### src/rtl/mult_div_pkg.sv
// Shared definitions for the multi-cycle multiply/divide unit.
package mult_div_pkg;

  localparam int unsigned DEF_WIDTH  = 32;
  localparam int unsigned DEF_CNT_W  = 6;
  localparam int unsigned ITERATIONS = DEF_WIDTH;

  typedef enum logic [1:0] {
    IDLE,
    MULT,
    DIV,
    FINISH
  } md_state_t;

endpackage

### src/rtl/mult_div_unit_if.sv
// Control/data bundle between the main control FSM and mult_div_unit.
// MULT_DIV_UNSIGNED_EN adds the is_unsigned request qualifier.
interface mult_div_unit_if import mult_div_pkg::*; #(
  parameter int unsigned WIDTH = DEF_WIDTH
);

  logic             mult_start;
  logic             div_start;
  logic [WIDTH-1:0] input_a;
  logic [WIDTH-1:0] input_b;
  logic [WIDTH-1:0] hi_out;
  logic [WIDTH-1:0] lo_out;
  logic             busy;
  logic             done;
  logic             div_zero;

`ifdef MULT_DIV_UNSIGNED_EN
  logic             is_unsigned;

  modport master (
    output mult_start, div_start, input_a, input_b, is_unsigned,
    input  hi_out, lo_out, busy, done, div_zero
  );

  modport slave (
    input  mult_start, div_start, input_a, input_b, is_unsigned,
    output hi_out, lo_out, busy, done, div_zero
  );
`else
  modport master (
    output mult_start, div_start, input_a, input_b,
    input  hi_out, lo_out, busy, done, div_zero
  );

  modport slave (
    input  mult_start, div_start, input_a, input_b,
    output hi_out, lo_out, busy, done, div_zero
  );
`endif

endinterface

### src/rtl/mult_div_unit_div_restore_step.sv
// One combinational restoring-division iteration on unsigned magnitudes.
module div_restore_step #(
  parameter int unsigned WIDTH = 32
) (
  input  logic [WIDTH-1:0] rem,
  input  logic [WIDTH-1:0] quo,
  input  logic [WIDTH:0]   divisor,
  output logic [WIDTH-1:0] rem_next,
  output logic [WIDTH-1:0] quo_next
);

  logic [WIDTH:0] shifted;
  logic           borrow;

  // The remainder is always below the divisor, so it fits WIDTH bits.
  always_comb begin
    shifted  = {rem, quo[WIDTH-1]};
    borrow   = shifted < divisor;
    rem_next = borrow ? shifted[WIDTH-1:0] : WIDTH'(shifted - divisor);
    quo_next = {quo[WIDTH-2:0], ~borrow};
  end

endmodule

### src/rtl/mult_div_unit.sv
// Multi-cycle signed multiply (radix-2 Booth) / divide (restoring) with HI/LO.
// MULT_DIV_UNSIGNED_EN adds multu/divu support via bus.is_unsigned.
module mult_div_unit import mult_div_pkg::*; #(
  parameter int unsigned WIDTH = DEF_WIDTH,
  parameter int unsigned CNT_W = DEF_CNT_W
) (
  input  logic            clk,
  input  logic            reset,
  mult_div_unit_if.slave  bus
);

`ifdef MULT_DIV_UNSIGNED_EN
  localparam int unsigned MW = WIDTH + 1;
`else
  localparam int unsigned MW = WIDTH;
`endif

  md_state_t        state, state_next;
  logic [CNT_W-1:0] cnt;
  logic [MW-1:0]    m_reg;
  logic [2*MW:0]    acc;
  logic [WIDTH-1:0] rem_reg, quo_reg;
  logic [WIDTH:0]   dvs_reg;
  logic             neg_q, neg_r, dz_reg;
  logic [WIDTH-1:0] hi_reg, lo_reg;

  logic             uns_in;
  logic [MW-1:0]    a_ext, b_ext;
  logic [MW:0]      booth_sum;
  logic [2*MW:0]    acc_next;
  logic [2*WIDTH-1:0] prod;
  logic [WIDTH-1:0] rem_next, quo_next;
  logic [WIDTH-1:0] q_fix, r_fix;
  logic             last_iter;

`ifdef MULT_DIV_UNSIGNED_EN
  logic             uns;

  assign uns_in = bus.is_unsigned;
  assign a_ext  = {~uns_in & bus.input_a[WIDTH-1], bus.input_a};
  assign b_ext  = {~uns_in & bus.input_b[WIDTH-1], bus.input_b};
  // Signed ops keep WIDTH iterations on the wider datapath, so the product sits one bit higher.
  assign prod      = uns ? acc_next[2*WIDTH:1] : acc_next[2*WIDTH+1:2];
  assign last_iter = (uns && state == MULT) ? (cnt == CNT_W'(WIDTH))
                                            : (cnt == CNT_W'(WIDTH - 1));
`else
  assign uns_in    = 1'b0;
  assign a_ext     = bus.input_a;
  assign b_ext     = bus.input_b;
  assign prod      = acc_next[2*WIDTH:1];
  assign last_iter = cnt == CNT_W'(WIDTH - 1);
`endif

  // Booth step: A +/- M with a guard bit, then arithmetic right shift of {A, Q, q_-1}.
  always_comb begin
    booth_sum = {acc[2*MW], acc[2*MW:MW+1]};
    unique case (acc[1:0])
      2'b01:   booth_sum = {acc[2*MW], acc[2*MW:MW+1]} + {m_reg[MW-1], m_reg};
      2'b10:   booth_sum = {acc[2*MW], acc[2*MW:MW+1]} - {m_reg[MW-1], m_reg};
      default: booth_sum = {acc[2*MW], acc[2*MW:MW+1]};
    endcase
    acc_next = {booth_sum, acc[MW:1]};
  end

  div_restore_step #(.WIDTH(WIDTH)) u_step (
    .rem      (rem_reg),
    .quo      (quo_reg),
    .divisor  (dvs_reg),
    .rem_next (rem_next),
    .quo_next (quo_next)
  );

  assign q_fix = neg_q ? -quo_next : quo_next;
  assign r_fix = neg_r ? -rem_next : rem_next;

  always_ff @(posedge clk or negedge reset) begin
    if (!reset) state <= IDLE;
    else        state <= state_next;
  end

  always_comb begin
    state_next   = state;
    bus.busy     = 1'b0;
    bus.done     = 1'b0;
    bus.div_zero = 1'b0;
    unique case (state)
      IDLE: begin
        if (bus.mult_start)     state_next = MULT;
        else if (bus.div_start) state_next = (bus.input_b == '0) ? FINISH : DIV;
      end
      MULT, DIV: begin
        bus.busy = 1'b1;
        if (last_iter) state_next = FINISH;
      end
      FINISH: begin
        bus.done     = 1'b1;
        bus.div_zero = dz_reg;
        state_next   = IDLE;
      end
      default: state_next = IDLE;
    endcase
  end

  always_ff @(posedge clk or negedge reset) begin
    if (!reset) begin
      cnt     <= '0;
      m_reg   <= '0;
      acc     <= '0;
      rem_reg <= '0;
      quo_reg <= '0;
      dvs_reg <= '0;
      neg_q   <= 1'b0;
      neg_r   <= 1'b0;
      dz_reg  <= 1'b0;
      hi_reg  <= '0;
      lo_reg  <= '0;
`ifdef MULT_DIV_UNSIGNED_EN
      uns     <= 1'b0;
`endif
    end else begin
      unique case (state)
        IDLE: begin
          if (bus.mult_start || bus.div_start) begin
            cnt    <= '0;
            dz_reg <= 1'b0;
`ifdef MULT_DIV_UNSIGNED_EN
            uns    <= uns_in;
`endif
            if (bus.mult_start) begin
              m_reg <= a_ext;
              acc   <= {{MW{1'b0}}, b_ext, 1'b0};
            end else begin
              neg_q   <= ~uns_in & (bus.input_a[WIDTH-1] ^ bus.input_b[WIDTH-1]);
              neg_r   <= ~uns_in & bus.input_a[WIDTH-1];
              quo_reg <= (~uns_in & bus.input_a[WIDTH-1]) ? -bus.input_a : bus.input_a;
              rem_reg <= '0;
              dvs_reg <= {1'b0, (~uns_in & bus.input_b[WIDTH-1]) ? -bus.input_b : bus.input_b};
              dz_reg  <= bus.input_b == '0;
            end
          end
        end
        MULT: begin
          acc <= acc_next;
          cnt <= cnt + 1'b1;
          if (last_iter) begin
            hi_reg <= prod[2*WIDTH-1:WIDTH];
            lo_reg <= prod[WIDTH-1:0];
          end
        end
        DIV: begin
          rem_reg <= rem_next;
          quo_reg <= quo_next;
          cnt     <= cnt + 1'b1;
          if (last_iter) begin
            hi_reg <= r_fix;
            lo_reg <= q_fix;
          end
        end
        default: ;
      endcase
    end
  end

  assign bus.hi_out = hi_reg;
  assign bus.lo_out = lo_reg;

endmodule

### src/flat_wrapper.sv
// flat-port wrapper written by rule: the top's interface ports become plain ports
module mult_div_unit_flat import mult_div_pkg::*;
#(
  parameter int unsigned WIDTH = DEF_WIDTH,
  parameter int unsigned CNT_W = DEF_CNT_W
)
  (clk, reset, bus_mult_start, bus_div_start, bus_input_a, bus_input_b, bus_hi_out, bus_lo_out, bus_busy, bus_done, bus_div_zero);
  mult_div_unit_if #(.WIDTH(WIDTH)) bus_i ();
  input  logic clk;
  input  logic reset;
  input wire logic [$bits(bus_i.mult_start)-1:0] bus_mult_start;
  input wire logic [$bits(bus_i.div_start)-1:0] bus_div_start;
  input wire logic [$bits(bus_i.input_a)-1:0] bus_input_a;
  input wire logic [$bits(bus_i.input_b)-1:0] bus_input_b;
  output wire logic [$bits(bus_i.hi_out)-1:0] bus_hi_out;
  output wire logic [$bits(bus_i.lo_out)-1:0] bus_lo_out;
  output wire logic [$bits(bus_i.busy)-1:0] bus_busy;
  output wire logic [$bits(bus_i.done)-1:0] bus_done;
  output wire logic [$bits(bus_i.div_zero)-1:0] bus_div_zero;
  assign bus_i.mult_start = bus_mult_start;
  assign bus_i.div_start = bus_div_start;
  assign bus_i.input_a = bus_input_a;
  assign bus_i.input_b = bus_input_b;
  assign bus_hi_out = bus_i.hi_out;
  assign bus_lo_out = bus_i.lo_out;
  assign bus_busy = bus_i.busy;
  assign bus_done = bus_i.done;
  assign bus_div_zero = bus_i.div_zero;
  mult_div_unit #(.WIDTH(WIDTH), .CNT_W(CNT_W)) u_core (.clk(clk), .reset(reset), .bus(bus_i));
endmodule
### config.mk
export PLATFORM = sky130hd
export DESIGN_NAME = mult_div_unit_flat
export DESIGN_NICKNAME = d
export VERILOG_FILES = /design/src/rtl/mult_div_pkg.sv /design/src/rtl/mult_div_unit_if.sv /design/src/rtl/mult_div_unit_div_restore_step.sv /design/src/rtl/mult_div_unit.sv /design/src/flat_wrapper.sv
export SDC_FILE = /design/constraint.sdc
export NUM_CORES = 1
export LEC_CHECK = 0
export BUFFER_PORTS_ARGS = -buffer_cell sky130_fd_sc_hd__clkbuf_2
export CAP_MARGIN = 10
export CORE_ASPECT_RATIO = 1.75
export CORE_UTILIZATION = 26
export DETAILED_ROUTE_END_ITERATION = 8
export GPL_TIMING_DRIVEN = 0
export PLACE_DENSITY = 0.4
export SLEW_MARGIN = 5
export SYNTH_ARGS = -nofsm -noshare
export SYNTH_HDL_FRONTEND = slang
export SYNTH_HIERARCHICAL = 1
export SYNTH_SLANG_ARGS = --single-unit
### constraint.sdc
create_clock -name clk -period 13.5 [get_ports clk]
set_input_delay 0.675 -clock clk [delete_from_list [all_inputs] [get_ports clk]]
set_output_delay 0.675 -clock clk [all_outputs]
set_load 0.005 [all_outputs]
==> flow_summary.toml, run 1 <==
[synthesis]
synth.top_cell.area_share_pct = 34.9
syn-num-nets = 2448
synth_top_family_by_area = "compound AO/OA/AOI/OAI gates"
syn_area_sq_um = 19200
ys_seq_area_share_pct = 34.9
ys.flop_type = "dfrtp_1"
synth_compound_area_share_pct = 23.3
synth_mux_area_share_pct = 4.24
synth_top_area_cell = "dfrtp_1"
synth.ff_latch_count = 268
synthTopCellsByArea = "dfrtp_1 (35%), nand2_1 (6.5%), o21ai_0 (5.8%)"
synthXorXnorAreaFrac_pct = 9.21
yosysWarnings = 6
synth_area_per_cell_sq_um = 8.35
syn_inst = 2302
synth-adder-area-share_pct = 5.16
synth_edf_count = 0
yosysUniqueCellTypes = 95
yosys.area_share.simple_pct = 17.7
async_flop_share_pct = 100

[critical_path]
critPathMaxFanout = 8
cpPeakStageDelay_ps = 750
crit_buf_inv = 1
critical-path-slowest-cell = "xnor2_1"
path_cells = "nor2_1, nor4b_1, nand2_1, nor4_1, a21oi_1, xnor2_1, ha_1, clkbuf_1, a21oi_1, and2_1, and4_1, or4b_2, nand4_1, a2111oi_0, nor2_1"
endpoint_kind = "flop"
cp-start-kind = "flop"
critPathTopFamily = "simple AND/OR/NAND/NOR gates"
crit_type = "flop to flop"
cp.arrival_ps = 6180
cp.required_ps = 13950

[power]
power_frac_seq_pct = 23.7
p_comb_share_pct = 60.5
p_switching_mw = 2.87
p_clk_share_pct = 15.7
p_per_area_nw_per_um2 = 253
switching_share_pct = 51.2
vdd_ir_drop_max_mv = 0.103
leakage_nw = 9.70
internal-power_mw = 2.74

[sta]
finalCritPeriodShare_pct = 42.4
fin_ws_ps = 7770
tightest_slew_ps = 1180
finalSetupViolCount = 0
rsz0062_at_grt = "false"
final_max_slew_viol_count = 0
min_period_ps = 5730
hold_viol = 0
relSlewSlack_pct = 20.9
fmax_ghz = 0.175
skew_ps = 30.4
fin_setup_tns_ps = 0
hold-worst-slack_ps = 93.7

[clock_tree]
cts.htree.levels = 1
post_cts_buffers = 0
cts_resized = 0
path_clk_slew_ps = 70
cts_tree = "done"
cts_root_buffer = "clkbuf_16"
hold_buffers = 0
clk_path_buf_depth = 3
clk_latency_ps = 620
numCtsBuffers = 30
numClockSinks = 268

[grt]
grt.overflow.total = 0
antenna_found_initial = 6
grt_pass1_vias = 18500
grt_usage_pct = 21.9
grt_pass1_wl_mm = 123
grt_max_degree = 96

[drt]
totalWireLength_mm = 83.6
detail-route-antenna-nets = 0
drc_errors = 0
routed-wl-met2_mm = 44.4
num_vias = 18100
met1_length_mm = 30.8
met3_length_mm = 3.33
wl_per_cell_microns = 24.4
top_layer = "met5"
drt_first_iter_violations = 1035
firstDrtPassIters = 5
viasPerCell = 5.27

[cells_and_area]
post-route-util_pct = 30.4
largest_reg_flops = 65
final_cells = 3426
drive_gt1_share_pct = 12.2
final_cell_mix = "nand2_1 (334), dfrtp_1 (268), o21ai_0 (221)"
nNetsFinal = 2615
area_growth_pct = 15.3
final_common_cell = "nand2_1"
regMostFlops = "u_core/acc"

[placed_design]
dp_hpwl_mm = 68.5
pre_cts_ws_ps = 7940
place_congestion = 0.862
dp.cells = 3368
portBuffers = 133

[status]
status = "complete, no violations"

[die]
ioPinCount = 135
die_area_sq_um = 75000
core_area_sq_um = 72900
placementRows = 131
start_util_pct = 26.3
fp.dieW_microns = 207
dieHeight_microns = 362

[worst_hold_path]
hp-class = "primary input to asynchronous set/reset pin"

[run]
drv_cap = 0
==> logic make-up (layout without fill, tap and decap cells) <==
kind of cell / after synthesis / after routing
AND/OR/NAND/NOR: 740 / 740
AO/OA/AOI/OAI: 697 / 697
flip-flops: 268 / 268
buffers and inverters: 239 / 430
XOR/XNOR: 202 / 202
adder cells (fa/ha/maj): 78 / 78
multiplexers: 77 / 77
other: 1 / 3
==> path summary, 6_finish.rpt <==
check                                    from               endpoint  slack, ps  depth (start not counted)
max                           u_core/m_reg[2]  u_core/bus.hi_out[29]       7770                         15
min                                     reset         u_core/acc[19]         90                          1
max reg2reg                   u_core/m_reg[2]  u_core/bus.hi_out[29]       7770                         15
min reg2reg                u_core/rem_reg[31]     u_core/rem_reg[31]        480                          2
max in group asynchronous               reset         u_core/acc[53]      11900                          3
min in group clk               bus_mult_start          u_core/dz_reg        330                          2
==> per-stage QoR <==
stage / area (sq um) / power, mW
finish: 22100 / 5.61
global route: 22100 / 5.99
CTS: 22100 / 5.65
detailed placement: 21100 / 4.74
global placement: 21000 / 4.71
floorplan: 19200 / 3.49
==> synthesized netlist by cell type (all sizes together) (8+ instances only) <==
master  instances
o21bai          8
o21ai         239
a31oi          19
inv            78
nand2         334
o41ai          27
a221oi         24
a21o           32
o31ai          38
nand4          12
xor2          116
nor4           17
and3           17
a21oi         144
buf            54
o211ai         19
and2           12
nand3          61
or3            22
a211oi         12
o22ai          41
or4            14
nor2b          12
o21a           11
dfrtp         268
nor3           38
clkbuf        107
mux2i          42
ha             76
xnor2          86
a22o           22
nand2b         16
mux2           35
nor2          151
==> worst register-to-register path: cells and delay by family, from the launching register on <==
kind	cells	cell delay, ps
and+or+nand+nor	9	2510
AOI/OAI and AO/OA	3	1300
xor gates and xnor gates	1	750
DFF	1	450
adders and majority gates	1	370
buffers and inverters	1	190
==> power by group through the flow <==
stage | combinational, mW | clock [mW] | sequential, mW
detailed placement | 3.40 | 0 | 1.34
floorplan | 2.27 | 0 | 1.22
global placement | 3.37 | 0 | 1.34
CTS | 3.41 | 0.910 | 1.33
global route | 3.70 | 0.932 | 1.36
finish | 3.40 | 0.883 | 1.33
==> layout make-up <==
type                       instances  area [sq um]
multi-input combinational       1795         11500
tap                              931          1160
clock buffer                      38           841
inverter                          78           293
buffer                           161           748
antenna                            2          5.00
sequential                       268          6710
fill                            7862         50800
clock inverter                    18           191
timing repair buffer             135           729
==> per-layer routing <==
| metal | GRT usage, % | vias to the layer above |
|---|---|---|
| met5 | 0 | - |
| met4 | 12.3 | 10 |
| met3 | 2.87 | 138 |
| met2 | 42.1 | 437 |
| met1 | 22.7 | 8893 |
| li1 | - | 8583 |
Note: power is estimated with default switching activity, not from simulation.
==> run 2: changes to the inputs <==
- clock period: 13.5 -> 5.9 ns (I/O delays scaled with it)
==> run 2 against run 1 <==
Compared with the run above: utilization rose by 0.32 points; sequential share of layout area is 0.31 points lower; sequential power increased by 130%; total power grew 130%; sequential cell count stayed put; critical path depth unchanged; global-route usage about the same; clock-buffer cell count unchanged; maximum frequency grew 0.53%; largest cell class unchanged; die area stayed put.
==> flow_summary.toml, run 2 (synthesis gave the netlist of run 1 again) <==
[drt]
num_vias = 18200
totalWireLength_mm = 83.6
drc_errors = 0
firstDrtPassIters = 6
viasPerCell = 5.26
drt_first_iter_violations = 1069
detail-route-antenna-nets = 0
wl_per_cell_microns = 24.2

[cells_and_area]
nNetsFinal = 2638
area_growth_pct = 16.5
drive_gt1_share_pct = 12.1
final_cell_mix = "nand2_1 (334), dfrtp_1 (268), o21ai_0 (221)"
final_common_cell = "nand2_1"
largest_reg_flops = 65
regMostFlops = "u_core/acc"
post-route-util_pct = 30.7

[grt]
grt_max_degree = 96
antenna_found_initial = 4
grt_pass1_wl_mm = 123
grt_usage_pct = 21.9
grt_pass1_vias = 18600
grt.overflow.total = 0

[placed_design]
pre_cts_ws_ps = 336
portBuffers = 133
place_congestion = 0.862
dp_hpwl_mm = 68.5

[critical_path]
cp-start-kind = "flop"
critPathTopFamily = "simple AND/OR/NAND/NOR gates"
reg2regPathDepth = 15
r2r_slack_ps = 200
rr_startpoint = "u_core/m_reg[2]"
crit_type = "flop to flop"
critical-path-slowest-cell = "a2111oi_0"
crit_buf_inv = 1
path_cells = "nor2_1, nor4b_1, nand2_1, nor4_1, a21oi_1, xnor2_1, ha_1, clkbuf_1, a21oi_1, and2_1, and4_1, or4b_2, nand4_1, a2111oi_0, nor2_1"
critPathMaxFanout = 8
endpoint_kind = "flop"
cp.arrival_ps = 6150
cp.required_ps = 6350
r2r-end = "u_core/bus.hi_out[29]"
cpPeakStageDelay_ps = 750
critical_path_cell_count = 15

[power]
p_per_area_nw_per_um2 = 574
vdd_ir_drop_max_mv = 0.236
total_power_mw = 12.8
leakage_nw = 9.80

[sta]
fin_ws_ps = 200
min_period_ps = 5700
relSlewSlack_pct = 18.7
tightest_slew_ps = 1210
fmax_ghz = 0.175
rsz0062_at_grt = "false"
skew_ps = 31.2
final_max_slew_viol_count = 0
finalSetupViolCount = 0
hold_viol = 0
finalCritPeriodShare_pct = 96.6

[worst_hold_path]
worstHoldStart = "bus_input_a[28]"
hp-class = "primary input to flop"
whs_endpoint = "u_core/m_reg[28]"
hold_depth = 2

[die]
dieHeight_microns = 362
ioPinCount = 135
core_area_sq_um = 72900
fp.dieW_microns = 207
placementRows = 131
start_util_pct = 26.3
die_area_sq_um = 75000

[clock_tree]
numCtsBuffers = 30
clk_latency_ps = 620
cts_resized = 0
cts_root_buffer = "clkbuf_16"
cts.htree.levels = 1
numClockSinks = 268
path_clk_slew_ps = 70
cts_tree = "done"
clk_path_buf_depth = 3

[run]
drv_cap = 0

[status]
status = "complete, no violations"
run 2: cell types whose count changed in the layout (fill, tap and decap cells not counted), sizes merged:
cell,previous run,this run
dlygate4sd3,0,23
run 2: how the worst max path moves through the flow:
stage               slack, ps                     to               start
floorplan                1490  u_core/bus.hi_out[22]  u_core/rem_reg[18]
global placement        -1750         u_core/acc[52]               reset
detailed placement        340  u_core/bus.hi_out[29]     u_core/m_reg[2]
CTS                       280  u_core/bus.hi_out[29]     u_core/m_reg[2]
global route                3  u_core/bus.hi_out[29]     u_core/m_reg[3]
finish                    200  u_core/bus.hi_out[29]     u_core/m_reg[2]
run 2: layout make-up:
class | instances | area, sq um
fill | 7859 | 50600
multi-input combinational | 1795 | 11500
sequential | 268 | 6710
tap | 931 | 1160
timing repair buffer | 158 | 960
clock buffer | 38 | 841
buffer | 161 | 748
inverter | 78 | 293
clock inverter | 18 | 191
antenna | 2 | 5.00
run 2: timing repair:
action,in CTS,in global routing
hold endpoints to repair,104,0
buffers inserted,0,0
hold buffers,23,0
run 2: worst reg2reg max path, cell delays in order (launching register included):
cell,delay [ps]
dfrtp_1,450
nor2_1,140
nor4b_1,550
nand2_1,160
nor4_1,620
a21oi_1,180
xnor2_1,730
ha_1,370
clkbuf_1,190
a21oi_1,380
and2_1,240
and4_1,350
or4b_2,180
nand4_1,160
a2111oi_0,750
nor2_1,100
run 2: routing by layer:
metal	up-vias	wire length [microns]	GRT usage, %
met5	-	32	0
li1	8631	-	-
met2	427	44400	42.1
met3	135	3010	2.53
met1	8954	31100	22.9
met4	6	5040	12.3
run 2: report_power, final:
| part | total, mW | internal (mW) | switching, mW |
|---|---|---|---|
| clock network | 2.02 | 1.14 | 0.878 |
| logic | 7.78 | 2.70 | 5.07 |
| registers | 3.04 | 2.42 | 0.621 |
| total | 12.8 | 6.27 | 6.57 |
run 2: through the flow:
step / hold slack (ps) / std cells / area, sq um / TNS [ps]
final: 44.7 / 3449 / 22400 / 0
after global routing: 42.1 / 3447 / 22400 / 0
after CTS: 2.93 / 3447 / 22400 / 0
after detailed placement: 397 / 3368 / 21100 / 0
after global placement: 465 / 3366 / 21000 / -444660
after floorplan: -0.591 / 2302 / 19200 / 0
==> run 3: changes to the inputs <==
- BUFFER_PORTS_ARGS: -buffer_cell sky130_fd_sc_hd__clkbuf_2 -> unset
- DONT_BUFFER_PORTS: unset -> 1
- PLACE_DENSITY: 0.4 -> 0.38
==> run 3 against run 2 <==
Compared with the run above: non-clock buffer count decreased by 88; setup slack better by 160 ps; largest power group unchanged; the run now ends with negative hold slack left; die area unchanged; critical endpoint unchanged; global-route usage grew 0.77 points.
==> flow_summary.toml, run 3 (synthesis gave the netlist of run 1 again) <==
[grt]
grt_usage_pct = 22.7
use_met3_pct = 3.86
grt_pass1_wl_mm = 126
antenna_found_initial = 3
met1_usage_pct = 23.5
use_met2_pct = 43.5
grt.overflow.total = 0
grt-busiest-layer = "met2"
grt_pass1_vias = 18300
grt_max_degree = 269

[cells_and_area]
final_common_cell = "nand2_1"
area_growth_pct = 15.7
drive_gt1_share_pct = 7.08
final_cell_mix = "nand2_1 (334), dfrtp_1 (268), o21ai_0 (221)"
largest_reg_flops = 65
regMostFlops = "u_core/acc"
num-fill-cells = 7772
nNetsFinal = 2550

[sta]
hold-worst-slack_ps = -643
fmax_ghz = 0.181
final_max_slew_viol_count = 0
finalCritPeriodShare_pct = 93.8
skew_ps = 56.8
finalSetupViolCount = 0
hold_viol = 268
tightest_slew_ps = 1270
relSlewSlack_pct = 15.2
rsz0062_at_grt = "false"
fin_setup_tns_ps = 0
min_period_ps = 5540

[clock_tree]
numCtsBuffers = 30
hold_buffers = 70
clk_path_buf_depth = 3
path_clk_slew_ps = 70
numClockSinks = 268
cts.htree.levels = 1
post_cts_buffers = 0
clk_latency_ps = 650
cts_root_buffer = "clkbuf_16"
cts_tree = "done"

[power]
vdd_ir_drop_max_mv = 0.277
leakage_nw = 9.47
p_per_area_nw_per_um2 = 578
total_power_mw = 12.9

[critical_path]
cp.arrival_ps = 5990
cp-start-kind = "flop"
critPathMaxFanout = 8
critPathTopFamily = "simple AND/OR/NAND/NOR gates"
critical-path-slowest-cell = "a2111oi_0"
cp-startpoint = "u_core/m_reg[0]"
crit_type = "flop to flop"
crit_buf_inv = 2
endpoint_kind = "flop"
cp.required_ps = 6360
cpPeakStageDelay_ps = 730
path_cells = "inv_1, ha_1, nor4b_1, and3b_1, clkbuf_1, nor4bb_1, a21oi_1, xnor2_1, ha_1, nor3_1, nor2_1, a41oi_1, nor3_1, a31oi_1, nand4_1, a2111oi_0, nor2_1"
rr_startpoint = "u_core/m_reg[0]"

[drt]
num_vias = 17900
firstDrtPassIters = 7
drc_errors = 0
detail-route-antenna-nets = 0
viasPerCell = 5.32
wl_per_cell_microns = 25.8
drt_first_iter_violations = 1018
totalWireLength_mm = 86.6

[die]
placementRows = 131
die_area_sq_um = 75000
ioPinCount = 135
dieHeight_microns = 362
core_area_sq_um = 72900
fp.dieW_microns = 207
start_util_pct = 26.3

[status]
violations = "negative hold slack"
status = "finished, violations left"

[placed_design]
place_congestion = 0.887
dp_hpwl_mm = 67.8
portBuffers = 0

[worst_hold_path]
hp-class = "primary input to asynchronous set/reset pin"

[run]
drv_cap = 0
run 3: changes by cell type in the layout (fill, tap and decap cells not counted), moves of 2 or more:
cell and delta:
clkinv_2 -6, buf_16 -2, clkbuf_2 -132, inv_6 +2, bufinv_16 +3, dlygate4sd3_1 +47
run 3: repair_timing:
action	4_1_cts	5_1_grt
gates resized for setup	0	2
hold endpoints to repair	391	268
endpoints found under the setup margin	0	2
run 3: final cells by class:
type | instances | area [sq um] | share of cell area (%)
diodes | 2 | 5.00 | 0.0225
plain buffers | 161 | 748 | 3.37
clock buffers | 38 | 841 | 3.78
clock inverters | 18 | 292 | 1.31
inverters | 78 | 293 | 1.32
multi-input cells | 1795 | 11500 | 51.6
flip-flops and latches | 268 | 6710 | 30.2
well taps | 931 | 1160 | 5.24
repair buffers | 70 | 701 | 3.15
run 3: worst paths after layout:
check,cells after the start,slack (ps),endpoint
worst min-delay path,0,-640,u_core/bus.lo_out[19]
min in group clk,4,20,u_core/quo_reg[5]
max in group asynchronous,0,5750,u_core/acc[61]
worst max-delay path,17,360,u_core/bus.hi_out[29]
worst max register to register,17,360,u_core/bus.hi_out[29]
worst min register to register,2,480,u_core/quo_reg[4]
run 3: power breakdown:
group / internal (mW) / switching, mW / total, mW
Combinational: 2.67 / 4.91 / 7.58
Sequential: 2.42 / 0.656 / 3.08
Clock: 1.28 / 0.914 / 2.20
run 3: metal layers:
layer	wire length, microns	vias up	share of wire, %
li1	-	8453	-
met5	32	-	0.037
met1	31700	8877	37
met3	4040	131	4.7
met4	4510	4	5.2
met2	46400	421	54
run 3: worst reg2reg max path, cell delays in order (launching register included):
cell and delay, ps:
dfrtp_1 450, inv_1 90, ha_1 180, nor4b_1 530, and3b_1 240, clkbuf_1 260
nor4bb_1 580, a21oi_1 190, xnor2_1 530, ha_1 430, nor3_1 160, nor2_1 70
a41oi_1 410, nor3_1 80, a31oi_1 160, nand4_1 150, a2111oi_0 740, nor2_1 110
run 3: metrics by stage:
stage	instances	utilization [%]	hold slack [ps]	instance area, sq um	worst slack, ps
after global placement	3233	27.9	12.2	20400	310
final	3361	30.5	-643	22200	364
after detailed placement	3233	27.9	13.2	20400	271
after global routing	3361	30.5	-669	22200	59.2
after CTS	3359	30.4	-677	22200	214
after floorplan	2302	-	-0.591	19200	1490
